===== config.mk =====
export PLATFORM = sky130hd
export DESIGN_NAME = montprod_arbiter_flat
export DESIGN_NICKNAME = d
export VERILOG_FILES = /design/src/rtl/montprod_arbiter_if.sv /design/src/rtl/montprod_arbiter.sv /design/src/flat_wrapper.sv
export SDC_FILE = /design/constraint.sdc
export NUM_CORES = 1
export LEC_CHECK = 0
export CAP_MARGIN = 0
export CORE_AREA = 4 4 200 202
export CTS_CLUSTER_SIZE = 30
export DETAILED_ROUTE_END_ITERATION = 10
export DIE_AREA = 0 0 204 206
export PLACE_DENSITY_LB_ADDON = 0.2
export SETUP_SLACK_MARGIN = 0.5
export SKIP_CTS_REPAIR_TIMING = 1
export SYNTH_ARGS = -nofsm -noshare
export SYNTH_HDL_FRONTEND = slang
export SYNTH_SLANG_ARGS = --single-unit

===== constraint.sdc =====
create_clock -name clk -period 2.32 [get_ports clk]
set_clock_uncertainty 0.2 [all_clocks]
set_input_delay 0.464 -clock clk [delete_from_list [all_inputs] [get_ports clk]]
set_output_delay 0.464 -clock clk [all_outputs]
set_load 0.03 [all_outputs]

===== src/rtl/montprod_arbiter_if.sv =====
// Requester-side channel for the montprod arbiter: start/length handshake plus operand and result memory ports.
// Latency: none; this file only bundles signals.
// Backpressure: busy tells the requester a start would be dropped; no other flow control.
interface montprod_arbiter_if;
  logic        start;
  logic [7:0]  length;
  logic        busy;
  logic        done;
  logic [7:0]  opa_addr;
  logic [7:0]  opb_addr;
  logic [7:0]  opm_addr;
  logic [31:0] opa_data;
  logic [31:0] opb_data;
  logic [31:0] opm_data;
  logic [7:0]  result_addr;
  logic [31:0] result_data;
  logic        result_we;

  // requester side
  modport master (
    output start, length, opa_data, opb_data, opm_data,
    input  busy, done, opa_addr, opb_addr, opm_addr, result_addr, result_data, result_we
  );

  // arbiter side
  modport slave (
    input  start, length, opa_data, opb_data, opm_data,
    output busy, done, opa_addr, opb_addr, opm_addr, result_addr, result_data, result_we
  );
endinterface


===== src/rtl/montprod_arbiter.sv =====
// Shares one montprod core between two requesters, granting one at a time in round-robin order.
// Latency: start at edge t gives busy from t+1 and mp_calculate at t+2; memory routing is purely combinational.
// Backpressure: a start while busy or with zero length is dropped; a latched request waits until granted.
module montprod_arbiter #(
  parameter int NUM_REQ = 2
) (
  input  logic              clk,
  input  logic              reset,
  montprod_arbiter_if.slave req0,
  montprod_arbiter_if.slave req1,
  output logic              mp_calculate,
  output logic [7:0]        mp_length,
  input  logic              mp_ready,
  input  logic [7:0]        mp_opa_addr,
  input  logic [7:0]        mp_opb_addr,
  input  logic [7:0]        mp_opm_addr,
  output logic [31:0]       mp_opa_data,
  output logic [31:0]       mp_opb_data,
  output logic [31:0]       mp_opm_data,
  input  logic [7:0]        mp_result_addr,
  input  logic [31:0]       mp_result_data,
  input  logic              mp_result_we,
  output logic              grant_valid,
  output logic              grant_id
);

  typedef enum logic [2:0] {IDLE, START, WAIT_LOW, RUN, DONE} state_t;

  state_t             state;
  state_t             state_nxt;
  logic [NUM_REQ-1:0] pending;
  logic [7:0]         len0;
  logic [7:0]         len1;
  logic               last_grant;
  logic               owner0;
  logic               owner1;
  logic               acc0;
  logic               acc1;
  logic               take;
  logic               sel_id;

  // A requester that currently owns the core may not queue a second product behind itself.
  assign owner0 = (state != IDLE) && !grant_id;
  assign owner1 = (state != IDLE) && grant_id;
  assign acc0   = req0.start && !pending[0] && !owner0 && (req0.length != 8'd0);
  assign acc1   = req1.start && !pending[1] && !owner1 && (req1.length != 8'd0);
  assign take   = (state == IDLE) && (pending != '0);
  // On a tie the requester that was not served last wins.
  assign sel_id = (&pending) ? ~last_grant : pending[1];

  // State register.
  always_ff @(posedge clk or posedge reset) begin
    if (reset) state <= IDLE;
    else       state <= state_nxt;
  end

  // Next state: one calculate cycle, then wait for the core to drop and re-raise ready.
  always_comb begin
    state_nxt = state;
    case (state)
      IDLE:     if (pending != '0) state_nxt = START;
      START:    state_nxt = WAIT_LOW;
      WAIT_LOW: if (!mp_ready) state_nxt = RUN;
      RUN:      if (mp_ready) state_nxt = DONE;
      DONE:     state_nxt = IDLE;
      default:  state_nxt = IDLE;
    endcase
  end

  // Request latching, grant capture and round-robin history.
  always_ff @(posedge clk or posedge reset) begin
    if (reset) begin
      pending    <= '0;
      len0       <= 8'd0;
      len1       <= 8'd0;
      last_grant <= 1'b1;
      grant_id   <= 1'b0;
      mp_length  <= 8'd0;
    end else begin
      if (take) begin
        grant_id         <= sel_id;
        mp_length        <= sel_id ? len1 : len0;
        pending[sel_id]  <= 1'b0;
      end
      if (acc0) begin
        pending[0] <= 1'b1;
        len0       <= req0.length;
      end
      if (acc1) begin
        pending[1] <= 1'b1;
        len1       <= req1.length;
      end
      if (state == DONE) last_grant <= grant_id;
    end
  end

  // Outputs: handshake, status and owner-only memory routing; everything else is held at zero.
  always_comb begin
    grant_valid      = (state != IDLE);
    mp_calculate     = (state == START);
    req0.done        = (state == DONE) && !grant_id;
    req1.done        = (state == DONE) && grant_id;
    req0.busy        = pending[0] || owner0;
    req1.busy        = pending[1] || owner1;
    mp_opa_data      = 32'd0;
    mp_opb_data      = 32'd0;
    mp_opm_data      = 32'd0;
    req0.opa_addr    = 8'd0;
    req0.opb_addr    = 8'd0;
    req0.opm_addr    = 8'd0;
    req0.result_addr = 8'd0;
    req0.result_data = 32'd0;
    req0.result_we   = 1'b0;
    req1.opa_addr    = 8'd0;
    req1.opb_addr    = 8'd0;
    req1.opm_addr    = 8'd0;
    req1.result_addr = 8'd0;
    req1.result_data = 32'd0;
    req1.result_we   = 1'b0;
    if (owner0) begin
      mp_opa_data      = req0.opa_data;
      mp_opb_data      = req0.opb_data;
      mp_opm_data      = req0.opm_data;
      req0.opa_addr    = mp_opa_addr;
      req0.opb_addr    = mp_opb_addr;
      req0.opm_addr    = mp_opm_addr;
      req0.result_addr = mp_result_addr;
      req0.result_data = mp_result_data;
      req0.result_we   = mp_result_we;
    end
    if (owner1) begin
      mp_opa_data      = req1.opa_data;
      mp_opb_data      = req1.opb_data;
      mp_opm_data      = req1.opm_data;
      req1.opa_addr    = mp_opa_addr;
      req1.opb_addr    = mp_opb_addr;
      req1.opm_addr    = mp_opm_addr;
      req1.result_addr = mp_result_addr;
      req1.result_data = mp_result_data;
      req1.result_we   = mp_result_we;
    end
  end

endmodule

===== src/flat_wrapper.sv =====
// flat-port wrapper written by rule: the top's interface ports become plain ports
module montprod_arbiter_flat 
#(
  parameter int NUM_REQ = 2
)
  (clk, reset, mp_calculate, mp_length, mp_ready, mp_opa_addr, mp_opb_addr, mp_opm_addr, mp_opa_data, mp_opb_data, mp_opm_data, mp_result_addr, mp_result_data, mp_result_we, grant_valid, grant_id, req0_start, req0_length, req0_opa_data, req0_opb_data, req0_opm_data, req0_busy, req0_done, req0_opa_addr, req0_opb_addr, req0_opm_addr, req0_result_addr, req0_result_data, req0_result_we, req1_start, req1_length, req1_opa_data, req1_opb_data, req1_opm_data, req1_busy, req1_done, req1_opa_addr, req1_opb_addr, req1_opm_addr, req1_result_addr, req1_result_data, req1_result_we);
  montprod_arbiter_if req0_i ();
  montprod_arbiter_if req1_i ();
  input  logic clk;
  input  logic reset;
  output logic mp_calculate;
  output logic [7:0] mp_length;
  input  logic mp_ready;
  input  logic [7:0] mp_opa_addr;
  input  logic [7:0] mp_opb_addr;
  input  logic [7:0] mp_opm_addr;
  output logic [31:0] mp_opa_data;
  output logic [31:0] mp_opb_data;
  output logic [31:0] mp_opm_data;
  input  logic [7:0] mp_result_addr;
  input  logic [31:0] mp_result_data;
  input  logic mp_result_we;
  output logic grant_valid;
  output logic grant_id;
  input wire logic [$bits(req0_i.start)-1:0] req0_start;
  input wire logic [$bits(req0_i.length)-1:0] req0_length;
  input wire logic [$bits(req0_i.opa_data)-1:0] req0_opa_data;
  input wire logic [$bits(req0_i.opb_data)-1:0] req0_opb_data;
  input wire logic [$bits(req0_i.opm_data)-1:0] req0_opm_data;
  output wire logic [$bits(req0_i.busy)-1:0] req0_busy;
  output wire logic [$bits(req0_i.done)-1:0] req0_done;
  output wire logic [$bits(req0_i.opa_addr)-1:0] req0_opa_addr;
  output wire logic [$bits(req0_i.opb_addr)-1:0] req0_opb_addr;
  output wire logic [$bits(req0_i.opm_addr)-1:0] req0_opm_addr;
  output wire logic [$bits(req0_i.result_addr)-1:0] req0_result_addr;
  output wire logic [$bits(req0_i.result_data)-1:0] req0_result_data;
  output wire logic [$bits(req0_i.result_we)-1:0] req0_result_we;
  input wire logic [$bits(req1_i.start)-1:0] req1_start;
  input wire logic [$bits(req1_i.length)-1:0] req1_length;
  input wire logic [$bits(req1_i.opa_data)-1:0] req1_opa_data;
  input wire logic [$bits(req1_i.opb_data)-1:0] req1_opb_data;
  input wire logic [$bits(req1_i.opm_data)-1:0] req1_opm_data;
  output wire logic [$bits(req1_i.busy)-1:0] req1_busy;
  output wire logic [$bits(req1_i.done)-1:0] req1_done;
  output wire logic [$bits(req1_i.opa_addr)-1:0] req1_opa_addr;
  output wire logic [$bits(req1_i.opb_addr)-1:0] req1_opb_addr;
  output wire logic [$bits(req1_i.opm_addr)-1:0] req1_opm_addr;
  output wire logic [$bits(req1_i.result_addr)-1:0] req1_result_addr;
  output wire logic [$bits(req1_i.result_data)-1:0] req1_result_data;
  output wire logic [$bits(req1_i.result_we)-1:0] req1_result_we;
  assign req0_i.start = req0_start;
  assign req0_i.length = req0_length;
  assign req0_i.opa_data = req0_opa_data;
  assign req0_i.opb_data = req0_opb_data;
  assign req0_i.opm_data = req0_opm_data;
  assign req0_busy = req0_i.busy;
  assign req0_done = req0_i.done;
  assign req0_opa_addr = req0_i.opa_addr;
  assign req0_opb_addr = req0_i.opb_addr;
  assign req0_opm_addr = req0_i.opm_addr;
  assign req0_result_addr = req0_i.result_addr;
  assign req0_result_data = req0_i.result_data;
  assign req0_result_we = req0_i.result_we;
  assign req1_i.start = req1_start;
  assign req1_i.length = req1_length;
  assign req1_i.opa_data = req1_opa_data;
  assign req1_i.opb_data = req1_opb_data;
  assign req1_i.opm_data = req1_opm_data;
  assign req1_busy = req1_i.busy;
  assign req1_done = req1_i.done;
  assign req1_opa_addr = req1_i.opa_addr;
  assign req1_opb_addr = req1_i.opb_addr;
  assign req1_opm_addr = req1_i.opm_addr;
  assign req1_result_addr = req1_i.result_addr;
  assign req1_result_data = req1_i.result_data;
  assign req1_result_we = req1_i.result_we;
  montprod_arbiter #(.NUM_REQ(NUM_REQ)) u_core (.clk(clk), .reset(reset), .req0(req0_i), .req1(req1_i), .mp_calculate(mp_calculate), .mp_length(mp_length), .mp_ready(mp_ready), .mp_opa_addr(mp_opa_addr), .mp_opb_addr(mp_opb_addr), .mp_opm_addr(mp_opm_addr), .mp_opa_data(mp_opa_data), .mp_opb_data(mp_opb_data), .mp_opm_data(mp_opm_data), .mp_result_addr(mp_result_addr), .mp_result_data(mp_result_data), .mp_result_we(mp_result_we), .grant_valid(grant_valid), .grant_id(grant_id));
endmodule

==> results.cfg, run 1 <==
[global_route]
antenna_found_initial = 2
track_usage_pct = 11.5
grt_max_degree = 69
grt_pass1_wl_um = 37200
grt_pass1_vias = 5351
gr-total-overflow = 0

[logic_synthesis]
yosys_warnings = 0
synth.top_cell.area_share_pct = 26.1
ys_types = 33
synthXorXnorAreaFrac_pct = 0
syn_nets = 746
synth-async-reset-ratio_pct = 100
synth_fa_ha_area_share_pct = 0
synth_top_family_by_area = simple AND/OR/NAND/NOR gates
yosysTopAreaCell = mux2i_1
synth-simple-area-share_pct = 35.3
synth_compound_area_share_pct = 6.86
syn_area_um2 = 3680
synth_cells = 468
synth_area_leaders = mux2i_1 (26%), dfrtp_1 (20%), and3_1 (11%)
synth_ff_type = dfrtp_1
synth_edf_count = 0
synth_area_per_cell_um2 = 7.87
ys_ff_latch = 31
ys_seq_area_share_pct = 21.1
synthMuxAreaShare_pct = 31.0

[sta]
tightest_slew_ns = 0.416
fmax_mhz = 412
timing.final.ws_setup_ns = -0.104
final.period_utilization_pct = 105
hold_viol = 0
rsz0062_at_grt = yes
drv_slew = 0
setup_tns_ns = -6.68
finalSetupViolations = 137
slew_headroom_pct = 72.0
min_period_ns = 2.42

[layout]
fillers = 3958
multi_input_area_um2 = 3860
final_layout_size_suffix_gt1_share_pct = 59.1
fin_util_pct = 32.8
nets = 1335
final_common_cell = clkdlybuf4s50_1
seqCellArea_um2 = 781
final_cell_mix = clkdlybuf4s50_1 (269), buf_6 (122), buf_4 (105), mux2i_1 (71), buf_12 (66)
fin_area_um2 = 12600
area_growth_pct = 241

[pwr]
leakage_nw = 5.54
irDropWorstVdd_mv = 0.500
p_per_area_nw_per_um2 = 1460
p_total_mw = 18.4

[route]
wl_per_cell_um = 19.3
m1WireLength_um = 12300
wl_met2_um = 15600
dr_total_vias = 5774
drt_wl_total_um = 30400
vias_per_cell = 3.66
drc = 0
drtIter0Drc = 182
drtAntennaViolNets = 0
firstDrtPassIters = 6
dr.max_layer_used = met5
wl_met3_um = 2110

[hold_path]
hp-class = flop to flop

[clock_tree]
clock_path_buffers = 2
cts_max_level = 2
clkTransAtPathRegs_ns = 0.05
cts_tree = yes
cts_buffers = 5
insertion_delay_ns = 0.27
clock-sinks = 31
root_buffer = clkbuf_16

[floorplan]
core_um2 = 38300
rows = 72
dieArea_um2 = 42000
pin_count = 519
fp.dieH_um = 206
fp.dieW_um = 204
initial_core_util_pct = 9.62

[place]
place_area_um2 = 10600
hpwl_um = 23300
gp_congestion = 0.774
io_buffers = 518

[setup_path]
cp.arrival_ns = 1.76
required_ns = 1.66
cp_max_fo = 8
critPathLaunchType = flop
path_class = flop to output pin
cp-end-kind = output pin

[job]
cap_violations = 0

[status]
violations = negative setup slack
outcome = complete, but fails checks
==> where the power goes <==
group | internal (mW) | leakage, nW | switching [mW]
combinational | 8.16 | 5.09 | 8.40
sequential | 0.822 | 0.370 | 0.223
clock | 0.533 | 0.0869 | 0.231
total | 9.52 | 5.54 | 8.85
==> worst max-delay path, stage by stage, from the launching register on <==
cell       delay, ns
dfrtp_4         0.56
buf_12          0.17
nor2_4          0.14
buf_12          0.17
clkbuf_16       0.17
and2_4          0.15
buf_12          0.11
==> path summary, 6_finish.rpt <==
check / slack [ns] / startpoint / endpoint / cells after the start
min reg2reg: 0.31 / u_core.len1[1] / u_core.len1[1] / 1
max in group asynchronous: 1.22 / reset / u_core.last_grant / 3
max: -0.10 / u_core.grant_id / req0_result_data[0] / 6
min: 0.31 / u_core.len1[1] / u_core.len1[1] / 1
max reg2reg: 0.22 / u_core.grant_id / u_core.len1[5] / 5
min in group asynchronous: 0.37 / reset / u_core.len1[7] / 3
==> logic make-up (layout without fill, tap and decap cells) <==
logic type,after synthesis,after routing
AO/OA/AOI/OAI,26,27
buffers and inverters,51,640
flip-flops,31,31
multiplexers,112,112
other,0,2
AND/OR/NAND/NOR,248,248
==> registers in the layout, indices dropped and copies added (netlist names) <==
signal / count
u_core.len1: 8
u_core.len0: 8
u_core.mp_length: 8
u_core.pending: 2
u_core.last_grant: 1
u_core.grant_id: 1
u_core.state: 3
==> Yosys cell counts, types with 3 or more instances <==
cell / count
and3_1: 67
nand2_1: 4
a21boi_0: 8
nor2_1: 100
and2_1: 65
a221o_1: 8
inv_1: 3
dfrtp_1: 30
buf_2: 9
mux2i_1: 96
clkbuf_1: 36
mux2_2: 16
==> layer usage <==
metal | up-vias | GRT usage [%]
met5 | - | 0
li1 | 2807 | -
met3 | 27 | 2.84
met1 | 2705 | 14.6
met2 | 233 | 20.1
met4 | 2 | 1.99
==> area by class of cell <==
| cell class | count | share of cell area [%] |
|---|---|---|
| Timing Repair Buffer | 628 | 56.2 |
| Multi-Input combinational cell | 387 | 30.8 |
| Sequential cell | 31 | 6.22 |
| Tap cell | 518 | 5.16 |
| Clock buffer | 6 | 1.11 |
| Clock inverter | 2 | 0.279 |
| Inverter | 4 | 0.179 |
| Antenna cell | 2 | 0.0399 |
==> stage by stage <==
step	hold WS (ns)	cells	worst slack [ns]
after floorplan	0.273	468	0.124
after global placement	0.289	1506	-0.264
after detailed placement	0.302	1506	-0.231
after CTS	0.314	1514	-0.454
after global routing	0.324	1576	-0.175
final	0.311	1578	-0.104
Power figures use the tool's default switching activity.
==> run 2, diff against run 1 <==
--- a/config.mk
+++ b/config.mk
@@ -5,11 +5,13 @@
 export SDC_FILE = /design/constraint.sdc
 export NUM_CORES = 1
 export LEC_CHECK = 0
-export CAP_MARGIN = 0
-export CORE_AREA = 4 4 200 202
+export CAP_MARGIN = 20
+export CORE_AREA = 4 4 201 203
+export CTS_CLUSTER_DIAMETER = 120
 export CTS_CLUSTER_SIZE = 30
 export DETAILED_ROUTE_END_ITERATION = 10
-export DIE_AREA = 0 0 204 206
+export DIE_AREA = 0 0 205 207
+export DONT_BUFFER_PORTS = 1
 export PLACE_DENSITY_LB_ADDON = 0.2
 export SETUP_SLACK_MARGIN = 0.5
 export SKIP_CTS_REPAIR_TIMING = 1
==> results.cfg, run 2 (synthesized netlist as in run 1, its figures left out) <==
[setup_path]
r2r-end = u_core.len1[1]
path_class = flop to output pin
crit_family = buffers and inverters
required_ns = 1.66
cp-end-kind = output pin
cp_max_fo = 34
cp.arrival_ns = 1.74
worst-path-buf-inv = 2
r2r_setup_slack_ns = 0.09
r2r_start = u_core.state[1]
cpMaxStageDelayCell = dfrtp_4
reg2reg_depth = 7
slowest_delay_ns = 0.45
critPathLaunchType = flop
path_cells = buf_12, buf_4, mux2i_2, nor2_2

[layout]
final_layout_size_suffix_gt1_share_pct = 68.0
fin_util_pct = 18.0
final_cells = 1067
area_growth_pct = 88.1
final_cell_mix = mux2i_1 (79), and3_4 (66), nor2_2 (57), buf_4 (51), and2_4 (44)
multi_input_area_um2 = 3660
final_common_cell = mux2i_1
seqCellArea_um2 = 783
largest_registers = u_core.len0 x8, u_core.len1 x8, u_core.mp_length x8
nets = 824
fillers = 4253

[place]
numPlacedInstances = 1018
io_buffers = 0
gp_congestion = 0.802
hpwl_um = 16400
dpl_worst_slack_ns = 0.139

[global_route]
antenna_found_initial = 2
gr-total-overflow = 0
grt_max_degree = 70
track_usage_pct = 7.90
grt_pass1_vias = 3795
grt_pass1_wl_um = 26300

[floorplan]
pin_count = 519
rows = 72
initial_core_util_pct = 9.58
core_um2 = 38500
fp.dieH_um = 207
dieArea_um2 = 42400
fp.dieW_um = 205

[sta]
final.period_utilization_pct = 103
drv_slew = 0
timing.final.ws_setup_ns = -0.0811
hold_viol = 30
fmax_mhz = 416
slew_headroom_pct = 71.3
tightest_slew_ns = 0.419
finalSetupViolations = 108
rsz0062_at_grt = yes
min_period_ns = 2.40
fin_hold_ws_ns = -0.0320

[route]
drc = 0
drt_wl_total_um = 22000
dr_total_vias = 4016
vias_per_cell = 3.76
drtIter0Drc = 248
drtAntennaViolNets = 0
wl_per_cell_um = 20.6
firstDrtPassIters = 4

[pwr]
leakage_nw = 2.78
p_per_area_nw_per_um2 = 1940
irDropWorstVdd_mv = 0.499

[clock_tree]
cts_max_level = 2
root_buffer = clkbuf_16
clkTransAtPathRegs_ns = 0.06
cts_buffers = 5
insertion_delay_ns = 0.28
clock_path_buffers = 2
clock-sinks = 31
cts_tree = yes

[status]
violations = negative hold slack, negative setup slack
outcome = complete, but fails checks

[job]
cap_violations = 0

[hold_path]
hp-class = primary input to asynchronous set/reset pin
==> run 2: cell types whose count changed in the layout (fill, tap and decap cells not counted), sizes merged <==
cell and delta:
clkdlybuf4s50 -269, buf -219, dlymetal6s2s -19, clkbuf -7, inv +3, clkinv +1, o211a -1
==> run 2: how the worst max path moves through the flow <==
stage	from	endpoint	cells after the start
floorplan	u_core.grant_id	req0_busy	3
global placement	u_core.state[0]	u_core.len1[0]	6
detailed placement	u_core.state[1]	u_core.len1[0]	6
CTS	u_core.grant_id	mp_opa_data[10]	4
global route	u_core.state[1]	req1_opm_addr[2]	6
finish	u_core.grant_id	mp_opa_data[24]	4
==> run 2: area by class of cell <==
| class | instances | area share, % |
|---|---|---|
| Clock inverter | 2 | 0.506 |
| Sequential cell | 31 | 11.3 |
| Inverter | 4 | 0.596 |
| Tap cell | 518 | 9.35 |
| Multi-Input combinational cell | 386 | 52.8 |
| Antenna cell | 2 | 0.0722 |
| Timing Repair Buffer | 114 | 22.5 |
| Clock buffer | 6 | 2.00 |
| Timing Repair inverter | 4 | 0.794 |
==> run 2: metrics by stage <==
step | hold WS, ns | area [um^2] | TNS (ns) | total power, mW
after floorplan | 0.273 | 4570 | 0 | 9.04
after global placement | 0.276 | 5630 | 0 | 10.7
after detailed placement | 0.279 | 5630 | 0 | 10.6
after CTS | -0.0163 | 5810 | -5.80 | 11.4
after global routing | 0.0282 | 6930 | -10.28 | 14.0
final | -0.0320 | 6930 | -2.89 | 13.4
==> run 2: worst reg2reg max path: cells and delay by family (launching register included) <==
| family | cells | cell delay [ns] |
|---|---|---|
| buffers and inverters | 4 | 0.57 |
| flip-flops | 1 | 0.43 |
| multiplexers | 1 | 0.33 |
| AO/OA/AOI/OAI | 1 | 0.30 |
| AND/OR/NAND/NOR | 1 | 0.27 |
==> run 2: power breakdown <==
part           internal (mW)  total [mW]  leakage (nW)  switching, mW
combinational           4.46        11.4          2.33           6.98
clock                  0.534       0.780        0.0869          0.246
sequential             0.823        1.19         0.368          0.362
==> run 2: layer usage <==
metal | vias up | part of all wire [%] | global-route usage [%]
met4 | 0 | 0.95 | 1.39
met3 | 15 | 9.5 | 2.17
met5 | - | 0 | 0
li1 | 1776 | - | -
met1 | 1989 | 41 | 10.3
met2 | 236 | 49 | 13.3
==> run 3, diff against run 2 <==
--- a/config.mk
+++ b/config.mk
@@ -6,11 +6,11 @@
 export NUM_CORES = 1
 export LEC_CHECK = 0
 export CAP_MARGIN = 20
-export CORE_AREA = 4 4 201 203
+export CORE_AREA = 2 2 205 207
 export CTS_CLUSTER_DIAMETER = 120
 export CTS_CLUSTER_SIZE = 30
 export DETAILED_ROUTE_END_ITERATION = 10
-export DIE_AREA = 0 0 205 207
+export DIE_AREA = 0 0 207 209
 export DONT_BUFFER_PORTS = 1
 export PLACE_DENSITY_LB_ADDON = 0.2
 export SETUP_SLACK_MARGIN = 0.5
==> results.cfg, run 3 (synthesized netlist as in run 1, its figures left out) <==
[status]
outcome = complete, but fails checks
violations = negative hold slack, negative setup slack

[setup_path]
cp.arrival_ns = 1.76
required_ns = 1.66
cp-end-kind = output pin
path_class = flop to output pin
critPathLaunchType = flop
cp_max_fo = 7

[floorplan]
fp.dieH_um = 209
initial_core_util_pct = 8.92
rows = 75
fp.dieW_um = 207
dieArea_um2 = 43300
core_um2 = 41300
pin_count = 519

[place]
hpwl_um = 15500
place_area_um2 = 6180
numPlacedInstances = 1105
gp_congestion = 0.875
io_buffers = 0

[layout]
fin_area_um2 = 7160
area_growth_pct = 94.3
antenna_cells = 0
largest_registers = u_core.len0 x8, u_core.len1 x8, u_core.mp_length x8
nets = 878
fin_util_pct = 17.3
final_cell_mix = mux2i_1 (84), nor2_2 (84), buf_4 (80), and3_4 (64), and2_4 (52)
final_cells = 1140
final_layout_size_suffix_gt1_share_pct = 71.0

[clock_tree]
cts_buffers = 5
root_buffer = clkbuf_16
cts_max_level = 2
cts_tree = yes
clock-sinks = 31
clkTransAtPathRegs_ns = 0.05
clock_path_buffers = 2
insertion_delay_ns = 0.28

[pwr]
irDropWorstVdd_mv = 0.543
p_per_area_nw_per_um2 = 1910
p_total_mw = 13.7
leakage_nw = 3.01

[global_route]
gr-total-overflow = 0
antenna_found_initial = 0
track_usage_pct = 7.54
grt_max_degree = 47
grt_pass1_vias = 3702
grt_pass1_wl_um = 25600

[route]
drtIter0Drc = 165
drc = 0
drt_wl_total_um = 20400
dr_total_vias = 4118
firstDrtPassIters = 4
wl_per_cell_um = 17.9
vias_per_cell = 3.61
drtAntennaViolNets = 0

[job]
cap_violations = 0

[sta]
finalSetupViolations = 90
fin_hold_ws_ns = -0.0387
timing.final.ws_setup_ns = -0.101
tightest_slew_ns = 0.614
min_period_ns = 2.42
final.period_utilization_pct = 104
slew_headroom_pct = 58.7
hold_viol = 30
fmax_mhz = 413
rsz0062_at_grt = yes
drv_slew = 0

[hold_path]
hp-class = primary input to asynchronous set/reset pin
[run 3: per-stage QoR]
stage	hold slack, ns	TNS (ns)	worst slack, ns
after global routing	0.0154	-11.16	-0.142
after CTS	-0.0234	-11.65	-0.151
final	-0.0387	-4.83	-0.101
after floorplan	0.273	0	0.124
after detailed placement	0.277	0	0.129
after global placement	0.279	0	0.147
[run 3: report_power, final]
group	internal, mW	total (mW)	switching, mW	leakage (nW)
Sequential	0.821	1.17	0.349	0.369
Combinational	4.94	11.9	6.91	2.58
Clock	0.395	0.636	0.241	0.0669
Total	6.16	13.7	7.50	3.01
[run 3: cell type report]
class | instances | area [um^2]
fill | 4643 | 34100
multi-input combinational | 386 | 3500
timing repair buffer | 169 | 1990
sequential | 31 | 782
tap | 539 | 674
clock buffer | 6 | 129
inverter | 4 | 41.3
timing repair inverter | 3 | 33.8
clock inverter | 2 | 12.5
[run 3: worst paths after layout]
kind                       depth (start not counted)            start                   to  slack [ns]
max in group asynchronous                          2            reset      u_core.grant_id        1.61
hold reg to reg                                    1   u_core.len0[4]       u_core.len0[4]        0.31
min in group clk                                   1   req0_length[1]       u_core.len0[1]        0.13
setup / recovery                                   6  u_core.state[0]     req1_opm_addr[3]       -0.10
setup reg to reg                                   7  u_core.state[0]       u_core.len1[6]        0.08
hold / removal                                     2            reset  u_core.mp_length[7]       -0.04
[run 3: critical path, cell delays in order (launching register included)]
cell       delay (ns)
dfrtp_2          0.42
nor3_4           0.31
buf_12           0.17
buf_12           0.13
clkinv_16        0.07
clkbuf_16        0.16
and3_4           0.21
[run 3: routing by layer]
metal / routed length, um / part of all wire, % / up-vias / track usage, %
li1: - / - / 1873 / -
met1: 8630 / 42 / 2003 / 10.3
met2: 10300 / 51 / 230 / 12.4
met3: 1320 / 6.5 / 12 / 1.73
met4: 127 / 0.62 / 0 / 0.813
met5: 0 / 0 / - / 0
